$ cat config.mk
export PLATFORM = sky130hd
export DESIGN_NAME = rdma_pkt_arb
export DESIGN_NICKNAME = d
export VERILOG_FILES = /design/src/rtl/rdma_arb_pkg.sv /design/src/rtl/rdma_out_reg.sv /design/src/rtl/rdma_pkt_arb.sv
export SDC_FILE = /design/constraint.sdc
export NUM_CORES = 1
export LEC_CHECK = 0
export ABC_CLOCK_PERIOD_IN_PS = 4500
export CAP_MARGIN = 20
export CELL_PAD_IN_SITES_DETAIL_PLACEMENT = 0
export CELL_PAD_IN_SITES_GLOBAL_PLACEMENT = 2
export CORE_ASPECT_RATIO = 1.4
export CORE_MARGIN = 3
export CORE_UTILIZATION = 22
export DETAILED_ROUTE_END_ITERATION = 8
export GPL_TIMING_DRIVEN = 0
export MAX_ROUTING_LAYER = met4
export PLACE_DENSITY_LB_ADDON = 0.25
export SYNTH_ARGS = -nofsm -noshare
export SYNTH_HDL_FRONTEND = slang
export SYNTH_SLANG_ARGS = --single-unit
$ cat constraint.sdc
create_clock -name clk -period 4.5 [get_ports clk]
set_clock_uncertainty 0.1 [all_clocks]
set_input_delay 0.45 -clock clk [delete_from_list [all_inputs] [get_ports clk]]
set_output_delay 0.45 -clock clk [all_outputs]
set_load 0.1 [all_outputs]
$ cat src/rtl/rdma_arb_pkg.sv
// Shared types and constants for the rdma_pkt_arb packet arbiter.
package rdma_arb_pkg;

  typedef enum logic [1:0] {
    IDLE      = 2'd0,
    LOCK_HOST = 2'd1,
    LOCK_RX   = 2'd2
  } state_t;

  localparam logic SRC_HOST = 1'b0;
  localparam logic SRC_RX   = 1'b1;

  localparam int DEF_DATA_W    = 64;
  localparam int DEF_MAX_BEATS = 256;

endpackage

$ cat src/rtl/rdma_out_reg.sv
// One-slot registered valid/ready output stage carrying data, last and source.
// load is exported so the arbiter can offer ready upstream in the same cycle.
module rdma_out_reg #(
  parameter int DATA_W = 64
) (
  input  logic              clk,
  input  logic              rst,
  input  logic              in_valid,
  input  logic [DATA_W-1:0] in_data,
  input  logic              in_last,
  input  logic              in_src,
  output logic              load,
  output logic              out_valid,
  input  logic              out_ready,
  output logic [DATA_W-1:0] out_data,
  output logic              out_last,
  output logic              out_src
);

  // Slot can take a new beat when empty or when its beat leaves this cycle.
  assign load = ~out_valid | out_ready;

  // Register slot; payload only updates when a real beat arrives so it holds stable.
  always_ff @(posedge clk) begin
    if (rst) begin
      out_valid <= 1'b0;
      out_data  <= '0;
      out_last  <= 1'b0;
      out_src   <= 1'b0;
    end else if (load) begin
      out_valid <= in_valid;
      if (in_valid) begin
        out_data <= in_data;
        out_last <= in_last;
        out_src  <= in_src;
      end
    end
  end

endmodule

$ cat src/rtl/rdma_pkt_arb.sv
// Packet-aware host/rx round-robin arbiter feeding qp_context through a
// registered output slot. A grant is held from first beat to last; packets
// longer than MAX_BEATS are cut with a forced last and an overrun pulse.
// Optional macro RDMA_ARB_WEIGHT_EN: host may win HOST_WEIGHT consecutive
// contended packets before rx is forced.
module rdma_pkt_arb
  import rdma_arb_pkg::*;
#(
  parameter int DATA_W      = DEF_DATA_W,
  parameter int MAX_BEATS   = DEF_MAX_BEATS,
  parameter int HOST_WEIGHT = 2
) (
  input  logic              clk,
  input  logic              rst,
  input  logic              host_valid,
  output logic              host_ready,
  input  logic [DATA_W-1:0] host_data,
  input  logic              host_last,
  input  logic              rx_valid,
  output logic              rx_ready,
  input  logic [DATA_W-1:0] rx_data,
  input  logic              rx_last,
  output logic              out_valid,
  input  logic              out_ready,
  output logic [DATA_W-1:0] out_data,
  output logic              out_last,
  output logic              out_src,
  output logic              busy,
  output logic              overrun
);

  localparam int CW = $clog2(MAX_BEATS);

  if (MAX_BEATS < 2 || HOST_WEIGHT < 1) begin : g_bad_param
    $error("rdma_pkt_arb: MAX_BEATS must be >= 2 and HOST_WEIGHT >= 1");
  end

  state_t            state, state_nxt;
  logic              load;
  logic              rr_ptr, rr_nxt;
  logic [CW-1:0]     beat_cnt;
  logic              sel_host, sel_rx;
  logic              acc, acc_src, acc_last, cnt_hit, pkt_end, grant;
  logic [DATA_W-1:0] acc_data;
  logic              ovr_q;

  // State register.
  always_ff @(posedge clk) begin
    if (rst) state <= IDLE;
    else     state <= state_nxt;
  end

  // Next-state: lock on a non-final first beat, release at packet end.
  always_comb begin
    state_nxt = state;
    case (state)
      IDLE:
        if (acc && !pkt_end) state_nxt = (acc_src == SRC_RX) ? LOCK_RX : LOCK_HOST;
      LOCK_HOST, LOCK_RX:
        if (pkt_end) state_nxt = IDLE;
      default: state_nxt = IDLE;
    endcase
  end

  // Outputs: pick the serviced source and gate its ready with the slot load.
  always_comb begin
    sel_host = 1'b0;
    sel_rx   = 1'b0;
    case (state)
      IDLE: begin
        sel_host = host_valid & (~rx_valid | (rr_ptr == SRC_HOST));
        sel_rx   = rx_valid & ~sel_host;
      end
      LOCK_HOST: sel_host = 1'b1;
      LOCK_RX:   sel_rx   = 1'b1;
      default: ;
    endcase
    host_ready = sel_host & load;
    rx_ready   = sel_rx & load;
  end

  assign acc_src  = sel_rx ? SRC_RX : SRC_HOST;
  assign acc      = (host_valid & host_ready) | (rx_valid & rx_ready);
  assign acc_last = sel_rx ? rx_last : host_last;
  assign acc_data = sel_rx ? rx_data : host_data;
  // Non-final beat that would be beat MAX_BEATS gets cut here.
  assign cnt_hit  = acc & ~acc_last & (beat_cnt == CW'(MAX_BEATS - 1));
  assign pkt_end  = acc & (acc_last | cnt_hit);
  assign grant    = acc & (state == IDLE);
  assign busy     = (state != IDLE);
  assign overrun  = ovr_q;

`ifdef RDMA_ARB_WEIGHT_EN
  localparam int WCW = $clog2(HOST_WEIGHT + 1);
  logic [WCW-1:0] weight_cnt, w_now;

  // Weight count including this cycle's grant, so single-beat packets see it.
  always_comb begin
    w_now = weight_cnt;
    if (grant) begin
      if (acc_src == SRC_HOST && rx_valid)
        w_now = (weight_cnt >= WCW'(HOST_WEIGHT)) ? weight_cnt : weight_cnt + 1'b1;
      else
        w_now = '0;
    end
    rr_nxt = (acc_src == SRC_RX) ? SRC_HOST :
             ((w_now >= WCW'(HOST_WEIGHT)) ? SRC_RX : SRC_HOST);
  end

  // Consecutive contended host grants.
  always_ff @(posedge clk) begin
    if (rst) weight_cnt <= '0;
    else     weight_cnt <= w_now;
  end
`else
  assign rr_nxt = ~acc_src;
`endif

  // Round-robin pointer, beat counter and overrun pulse.
  always_ff @(posedge clk) begin
    if (rst) begin
      rr_ptr   <= SRC_HOST;
      beat_cnt <= '0;
      ovr_q    <= 1'b0;
    end else begin
      ovr_q <= cnt_hit;
      if (pkt_end) begin
        rr_ptr   <= rr_nxt;
        beat_cnt <= '0;
      end else if (acc) begin
        beat_cnt <= beat_cnt + 1'b1;
      end
    end
  end

  rdma_out_reg #(.DATA_W(DATA_W)) u_out (
    .clk       (clk),
    .rst       (rst),
    .in_valid  (acc),
    .in_data   (acc_data),
    .in_last   (acc_last | cnt_hit),
    .in_src    (acc_src),
    .load      (load),
    .out_valid (out_valid),
    .out_ready (out_ready),
    .out_data  (out_data),
    .out_last  (out_last),
    .out_src   (out_src)
  );

endmodule
==> flow_summary.ini, run 1 <==
[routing]
drt_pass1_iterations = 4
drt-total-wl_mm = 12.52
vias = 3580
routedWlPerCell_um = 15.75
drtIter0Drc = 192
ant_nets = 0
viasPerCell = 4.503
remaining_drc_errors = 0

[run]
maxCapViolations = 0

[sta]
tightest_slew_ns = 1.024
hold_violations = 0
rsz0062_at_grt = false
slew_violations = 0
hold_ws_ns = 0.3799
slew_headroom = 0.3153
fin_crit_sh = 0.7749
setup_viol = 0
clock.fmax_mhz = 286.8
period_needed_ns = 3.487
setup_tns_ns = 0

[critical_path]
cp_common_cell = buf_6
r2r_start = state[1]
startpoint_type = flop
endpoint_kind = output port
reg2reg_slack_ns = 2.29
cp_slowest_cell = clkdlybuf4s50_1
worstPathArrival_ns = 2.94
path_class = flop to output port
worstPathCellList = inv_1, ha_1, buf_2, a31oi_1, buf_4, buf_6, buf_6, nor2_1, clkdlybuf4s50_1
startpoint = state[1]
crit_required_ns = 3.95
rr_worst_depth = 8
cpPeakStageDelay_ns = 1.14
worstSetupEndpoint = rx_ready
reg2reg_to = u_out.out_data[15]
path_max_fanout = 10

[final_layout]
regArea_mm2 = 0.001582
fin_area_mm2 = 0.006171
fillers = 1605
diodes = 0
drive_above_1_share = 0.06511
final_common_cell = clkdlybuf4s50_1
multi_input_area_mm2 = 0.001804
layout_common_cells = clkdlybuf4s50_1 (204), dfxtp_1 (79), nor2_1 (76)
area_growth_pct = 72.21
final_nets = 733

[yosys]
synth-edff-count = 0
syn-num-nets = 518
yosysUniqueCellTypes = 39
synth_seq_cells = 79
syn_avg_cell_area_um2 = 9.455
ys_dominant_reg_cell = dfxtp_1
syn_area_mm2 = 0.003583
ys_warn_count = 0
synth_top_cell_area_share = 0.4413
synth_area_leaders = dfxtp_1 (44%), mux2i_1 (18%), a211oi_1 (14%), nor2_1 (8.0%), buf_2 (1.5%)
async_flop_share = 0
ys_seq_area_frac = 0.4413
synth_largest_area_cell = dfxtp_1
syn_inst = 379

[power]
finalPower_w = 0.005279
leakagePower_nw = 2.548
powerDensity_mw_per_mm2 = 855.5
vdd_drop_max_uv = 407.2

[clock_tree]
clkTransAtPathRegs_ns = 0.06
cts.sinks = 79
numCtsBuffers = 9
cts-htree-levels = 3
clock_path_buffers = 2
root_buffer = clkbuf_16
cts_tree = yes
postCtsSetupBuffers = 0
holdBufCountCts = 0
post_cts_resize_count = 0
clk_latency_ns = 0.33

[die]
die_h_um = 157.0
initial_utilization = 0.2267
dieArea_mm2 = 0.01788
die_x_um = 113.9
design.core.area_mm2 = 0.01581
rows = 54
io_pins = 206

[min_path]
hp-start = beat_cnt[1]
hold_path_class = flop to flop

[global_route]
grt_pass1_wl_mm = 19.04
grt_max_degree = 14
antenna_found_initial = 0
grt_pass1_vias = 3644
grt.total_usage = 0.1393
grt-ovfl-total = 0

[placement]
place_area_mm2 = 0.005871
routabilityCongestion = 0.7255
dp_hpwl_mm = 9.614
portBuffers = 204

[status]
outcome = finished, final reports clean
==> per-stage QoR <==
stage	cells	worst slack (ns)	utilization
floorplan	379	1.505	-
global placement	779	1.055	0.3713
detailed placement	779	1.048	0.3713
CTS	795	0.9962	0.3903
global route	795	0.8293	0.3903
finish	795	1.013	0.3903
==> state kept, by name, indices dropped and copies added (netlist names) <==
name,flops
rr_ptr,1
overrun,1
state,2
u_out.out_data,64
beat_cnt,8
u_out.out_last,1
u_out.out_src,1
u_out.out_valid,1
==> synthesized netlist by cell type, types with 2 or more instances <==
library cell	number
dfxtp_1	79
nor2_1	76
a211oi_1	65
mux2i_1	64
clkbuf_1	12
buf_2	11
buf_4	6
inv_1	6
nand2_1	6
a21oi_1	5
ha_1	4
nand3_1	4
nand4_1	3
o21ai_0	3
xnor2_1	3
a31oi_1	2
buf_1	2
buf_6	2
nor3_1	2
o21ai_1	2
o22ai_1	2
or3_1	2
xor2_1	2
==> cells by family (layout without fill, tap and decap cells) <==
group                    count (synthesis)  in the layout  share of synthesized area
AND/OR/NAND/NOR                         97             97                     0.1124
AO/OA/AOI/OAI                           91             91                     0.1861
flip-flops                              79             79                     0.4413
multiplexers                            64             64                     0.1788
buffers and inverters                   39            259                    0.05516
XOR/XNOR                                 5              5                    0.01222
adder cells (fa/ha/maj)                  4              4                    0.01397
==> final cells by class <==
type,count,area share
clock inverters,5,0.009327
plain buffers,33,0.02839
well taps,196,0.03974
multi-input cells,261,0.2924
clock buffers,11,0.03933
inverters,6,0.003650
flip-flops and latches,79,0.2563
repair buffers,204,0.3309
==> worst min-delay path by stage <==
stage | end | slack [ns] | depth (start not counted)
3_5_place_dp | beat_cnt[1] | 0.38 | 2
2_1_floorplan | beat_cnt[1] | 0.35 | 2
5_1_grt | beat_cnt[1] | 0.40 | 2
6_report | beat_cnt[1] | 0.38 | 2
3_3_place_gp | beat_cnt[1] | 0.36 | 2
4_1_cts | beat_cnt[1] | 0.39 | 2
==> power by group <==
| part | switching, W | internal, W | total [W] |
|---|---|---|---|
| sequential | 0.000121 | 0.000946 | 0.00107 |
| clock | 0.000294 | 0.000444 | 0.000738 |
| combinational | 0.00255 | 0.000923 | 0.00347 |
==> routing by layer <==
layer  up-vias  GRT usage  part of all wire
li1       1802          -                 -
met1      1624     0.1592              0.41
met2       133     0.2331              0.49
met3        21    0.03423             0.067
met4         0    0.05716             0.025
met5         -          -                 0
==> worst max-delay path, delay by kind of cell (launching register included) <==
kind | cells | cell delay (ns)
buffers and inverters | 6 | 1.93
flip-flops | 1 | 0.34
adder cells (fa/ha/maj) | 1 | 0.13
AO/OA/AOI/OAI | 1 | 0.10
AND/OR/NAND/NOR | 1 | 0.09
(Power assumes the default switching activity.)
==> run 2: changes to the inputs <==
ABC_CLOCK_PERIOD_IN_PS = 3300   (was 4500)
CORE_UTILIZATION = 21   (was 22)
clock period = 3.3 ns   (was 4.5 ns; I/O delays follow)
==> run 2 against run 1 <==
- global-route usage down 0.24 points
- final cell count up 0.25%
- total power up 36%
- register-to-register slack worse by 1.2 ns
- combinational power up 37%
- routed wire length up 2.6%
- largest cell class unchanged
- die area up 4.5%
- largest power group unchanged
- worst setup slack worse by 0.79 ns
- sequential cell count unchanged
- sequential power up 36%
- count of clock-buffer cells in the layout down 1
- critical path type unchanged
==> flow_summary.ini, run 2 (synthesis gave the netlist of run 1 again) <==
[status]
outcome = finished, final reports clean

[placement]
portBuffers = 204
dp_hpwl_mm = 10.17
routabilityCongestion = 0.7411
dp_worst_setup_slack_ns = 0.07257

[final_layout]
layout_common_cells = clkdlybuf4s50_1 (203), dfxtp_1 (79), nor2_1 (76)
area_growth_pct = 71.96
top_regs = u_out.out_data: 64 flops, beat_cnt: 8 flops, state: 2 flops
diodes = 0
largest_register = u_out.out_data
final_common_cell = clkdlybuf4s50_1
drive_above_1_share = 0.06355
final_nets = 733
fillers = 1695
largest_reg_flops = 64

[min_path]
hold_path_class = flop to flop

[die]
io_pins = 206
die_x_um = 116.4
dieArea_mm2 = 0.01869
design.core.area_mm2 = 0.01645
rows = 55
die_h_um = 160.6
initial_utilization = 0.2179

[global_route]
grt_max_degree = 14
grt_pass1_vias = 3650
grt.total_usage = 0.1369
grtUsageMet1 = 0.1529
grt-ovfl-total = 0
grt_pass1_wl_mm = 19.39
met3_usage = 0.02563
top_usage_layer = met2
grtUsageMet2 = 0.2417
antenna_found_initial = 0

[clock_tree]
clkTransAtPathRegs_ns = 0.06
root_buffer = clkbuf_16
clock_path_buffers = 2
clk_latency_ns = 0.33
cts_tree = yes
cts-htree-levels = 3
cts.sinks = 79
numCtsBuffers = 9
postCtsSetupBuffers = 0

[critical_path]
endpoint_kind = output port
worstPathArrival_ns = 2.65
path_class = flop to output port
crit_required_ns = 2.87
path_max_fanout = 10
startpoint_type = flop

[sta]
worst_slack_ns = 0.2192
setup_tns_ns = 0
clock.fmax_mhz = 324.6
period_needed_ns = 3.081
fin_crit_sh = 0.9336
setup_viol = 0
slew_headroom = 0.3039
rsz0062_at_grt = false
slew_violations = 0
hold_violations = 0
tightest_slew_ns = 1.041

[power]
vdd_drop_max_uv = 399.0
leakagePower_nw = 2.552
powerDensity_mw_per_mm2 = 1164
finalPower_w = 0.007176

[routing]
drt_pass1_iterations = 4
vias = 3555
drt-total-wl_mm = 12.84
remaining_drc_errors = 0
routedWlPerCell_um = 16.12
ant_nets = 0
drtIter0Drc = 131
viasPerCell = 4.460

[run]
maxCapViolations = 0
==> run 2: final cells by class <==
cell class	count	area [um2]	area share
inverters	6	22.52	0.003655
multi-input cells	261	1804	0.2928
flip-flops and latches	79	1582	0.2567
clock buffers	10	229.0	0.03716
plain buffers	33	175.2	0.02843
clock inverters	5	60.06	0.009746
repair buffers	204	2041	0.3312
well taps	199	249.0	0.04041
==> run 2: worst max-delay path: stages (launching register included) <==
cell and delay, ns:
dfxtp_1 0.31, inv_1 0.10, ha_1 0.15, buf_2 0.19, a31oi_1 0.10, buf_4 0.18
buf_6 0.17, buf_6 0.16, nor2_1 0.08, dlygate4sd2_1 0.86
==> run 2: stage by stage <==
| stage | cells | cell area (um2) | hold slack, ns | utilization |
|---|---|---|---|---|
| after floorplan | 379 | 3583 | 0.3536 | - |
| after global routing | 797 | 6162 | 0.4141 | 0.3747 |
| after detailed placement | 782 | 5874 | 0.3777 | 0.3572 |
| after CTS | 797 | 6162 | 0.3861 | 0.3747 |
| final | 797 | 6162 | 0.3847 | 0.3747 |
| after global placement | 782 | 5874 | 0.3614 | 0.3572 |
==> run 2: worst paths after layout <==
check                                  from                  to  slack (ns)  cells after the start
worst max register to register     state[0]  u_out.out_data[36]        1.06                      8
worst max-delay path               state[0]            rx_ready        0.22                      9
worst min-delay path            beat_cnt[1]         beat_cnt[1]        0.38                      2
worst min register to register  beat_cnt[1]         beat_cnt[1]        0.38                      2
==> run 2: where the power goes <==
group | switching [W] | internal (W) | leakage (nW)
Combinational | 0.00349 | 0.00126 | 1.76
Sequential | 0.000167 | 0.00129 | 0.655
Clock | 0.000389 | 0.000583 | 0.139
Total | 0.00405 | 0.00313 | 2.55
==> run 2: repair_timing <==
item / in CTS / in global routing
setup endpoints to repair: 1 / 0
gates resized for setup: 1 / 0
hold buffers: 0 / 0
==> run 2: routing by layer <==
| layer | up-vias | wire length, um |
|---|---|---|
| met4 | 0 | 195 |
| met2 | 121 | 6809 |
| met1 | 1617 | 5120 |
| li1 | 1806 | - |
| met5 | - | 0 |
| met3 | 11 | 718 |
==> run 3: changes to the inputs <==
CELL_PAD_IN_SITES_DETAIL_PLACEMENT = default   (was 0)
CELL_PAD_IN_SITES_GLOBAL_PLACEMENT = default   (was 2)
CORE_UTILIZATION = 38   (was 21)
==> run 3 against run 2 <==
- global-route usage increased by 7.7 points
- worst setup slack improved by 0.0089 ns
- utilization increased by 30 points
- via count increased by 2.6%
- critical endpoint unchanged
- register-to-register slack improved by 0.06 ns
- largest cell class unchanged
- critical path depth unchanged
- clock power increased by 15%
- final cell count decreased by 11%
- first-iteration DRC count decreased by 6.1%
- count of clock-buffer cells in the layout increased by 1
==> flow_summary.ini, run 3 (synthesis gave the netlist of run 1 again) <==
[status]
outcome = finished, final reports clean

[placement]
routabilityCongestion = 0.8111
dp_worst_setup_slack_ns = 0.09367
portBuffers = 204
place_area_mm2 = 0.005759
dp_hpwl_mm = 8.946

[sta]
hold_violations = 0
setup_viol = 0
period_needed_ns = 3.072
slew_violations = 0
worst_slack_ns = 0.2281
tightest_slew_ns = 1.044
clock.fmax_mhz = 325.5
fin_crit_sh = 0.9309
rsz0062_at_grt = false
setup_tns_ns = 0
slew_headroom = 0.3019

[die]
design.core.area_mm2 = 0.009080
initial_utilization = 0.3947
die_h_um = 120.9
dieArea_mm2 = 0.01065
die_x_um = 88.07
rows = 41
io_pins = 206

[routing]
viasPerCell = 5.167
drt_pass1_iterations = 4
highest_layer = met4
drt-total-wl_mm = 11.37
vias = 3648
wl_met3_um = 755
ant_nets = 0
met2WireLength_mm = 5.833
drtIter0Drc = 123
wl_met1_mm = 4.458
remaining_drc_errors = 0
routedWlPerCell_um = 16.10

[critical_path]
path_class = flop to output port
crit_required_ns = 2.87
path_buf_inv = 6
cp_top_family = buffers and inverters
cp_common_cell = buf_6
startpoint_type = flop
cpPeakStageDelay_ns = 0.86
worstPathCellList = inv_1, ha_1, buf_2, a31oi_1, buf_4, buf_6, buf_6, nor2_1, dlygate4sd2_1
cp_slowest_cell = dlygate4sd2_1
path_max_fanout = 10
endpoint_kind = output port
worstPathArrival_ns = 2.64

[clock_tree]
cts-htree-levels = 3
post_cts_resize_count = 1
holdBufCountCts = 0
clkTransAtPathRegs_ns = 0.06
root_buffer = clkbuf_16
postCtsSetupBuffers = 0
clk_latency_ns = 0.32
cts.sinks = 79
numCtsBuffers = 9
clock_path_buffers = 2
cts_tree = yes

[final_layout]
largest_reg_flops = 64
area_growth_pct = 70.15
fillers = 747
largest_register = u_out.out_data
final_nets = 733
drive_above_1_share = 0.06344
layout_common_cells = clkdlybuf4s50_1 (203), dfxtp_1 (79), nor2_1 (76)
diodes = 0
fin_area_mm2 = 0.006097
regArea_mm2 = 0.001582
multi_input_area_mm2 = 0.001804
top_regs = u_out.out_data: 64 flops, beat_cnt: 8 flops, state: 2 flops
final_common_cell = clkdlybuf4s50_1

[power]
powerDensity_mw_per_mm2 = 1195
leakagePower_nw = 2.573
vdd_drop_max_uv = 764.8

[run]
maxCapViolations = 0

[global_route]
grt_pass1_wl_mm = 17.39
grt.total_usage = 0.2136
antenna_found_initial = 0
grt_pass1_vias = 3667
grt_max_degree = 14
grt-ovfl-total = 0

[min_path]
hold_path_class = flop to flop
run 3: worst min-delay path: cells and delay by family, from the launching register on:
kind	cells	cell delay, ns
AND/OR/NAND/NOR	1	0.06
AO/OA/AOI/OAI	1	0.05
flip-flops	1	0.33
run 3: final timing paths:
path | startpoint | to | slack (ns) | cells past startpoint
worst min register to register | beat_cnt[1] | beat_cnt[1] | 0.39 | 2
worst min-delay path | beat_cnt[1] | beat_cnt[1] | 0.39 | 2
worst max-delay path | state[0] | rx_ready | 0.23 | 9
worst max register to register | state[0] | u_out.out_data[49] | 1.12 | 8
run 3: area by class of cell:
type,count,area share
timing repair buffer,204,0.3347
multi-input combinational,261,0.2959
sequential,79,0.2594
clock buffer,11,0.03817
buffer,33,0.02873
tap,107,0.02196
clock inverter,5,0.01744
inverter,6,0.003694
run 3: power by group:
| part | leakage, nW | switching (W) | internal, W |
|---|---|---|---|
| Sequential | 0.655 | 0.000169 | 0.00129 |
| Combinational | 1.76 | 0.00345 | 0.00126 |
| Clock | 0.160 | 0.000378 | 0.000741 |
| Total | 2.57 | 0.00400 | 0.00329 |
run 3: metrics by stage:
step	total power, W	cells	util	hold WS, ns
2_1_floorplan	0.005047	379	-	0.3536
3_3_place_gp	0.006140	690	0.6343	0.3677
3_5_place_dp	0.006201	690	0.6343	0.3826
4_1_cts	0.007326	706	0.6715	0.3908
5_1_grt	0.007606	706	0.6715	0.4054
6_report	0.007287	706	0.6715	0.3861
run 3: per-layer routing:
layer | up-vias | global-route usage
met4 | 0 | 0.08223
met3 | 23 | 0.04416
met5 | - | -
li1 | 1804 | -
met2 | 136 | 0.3726
met1 | 1685 | 0.2353
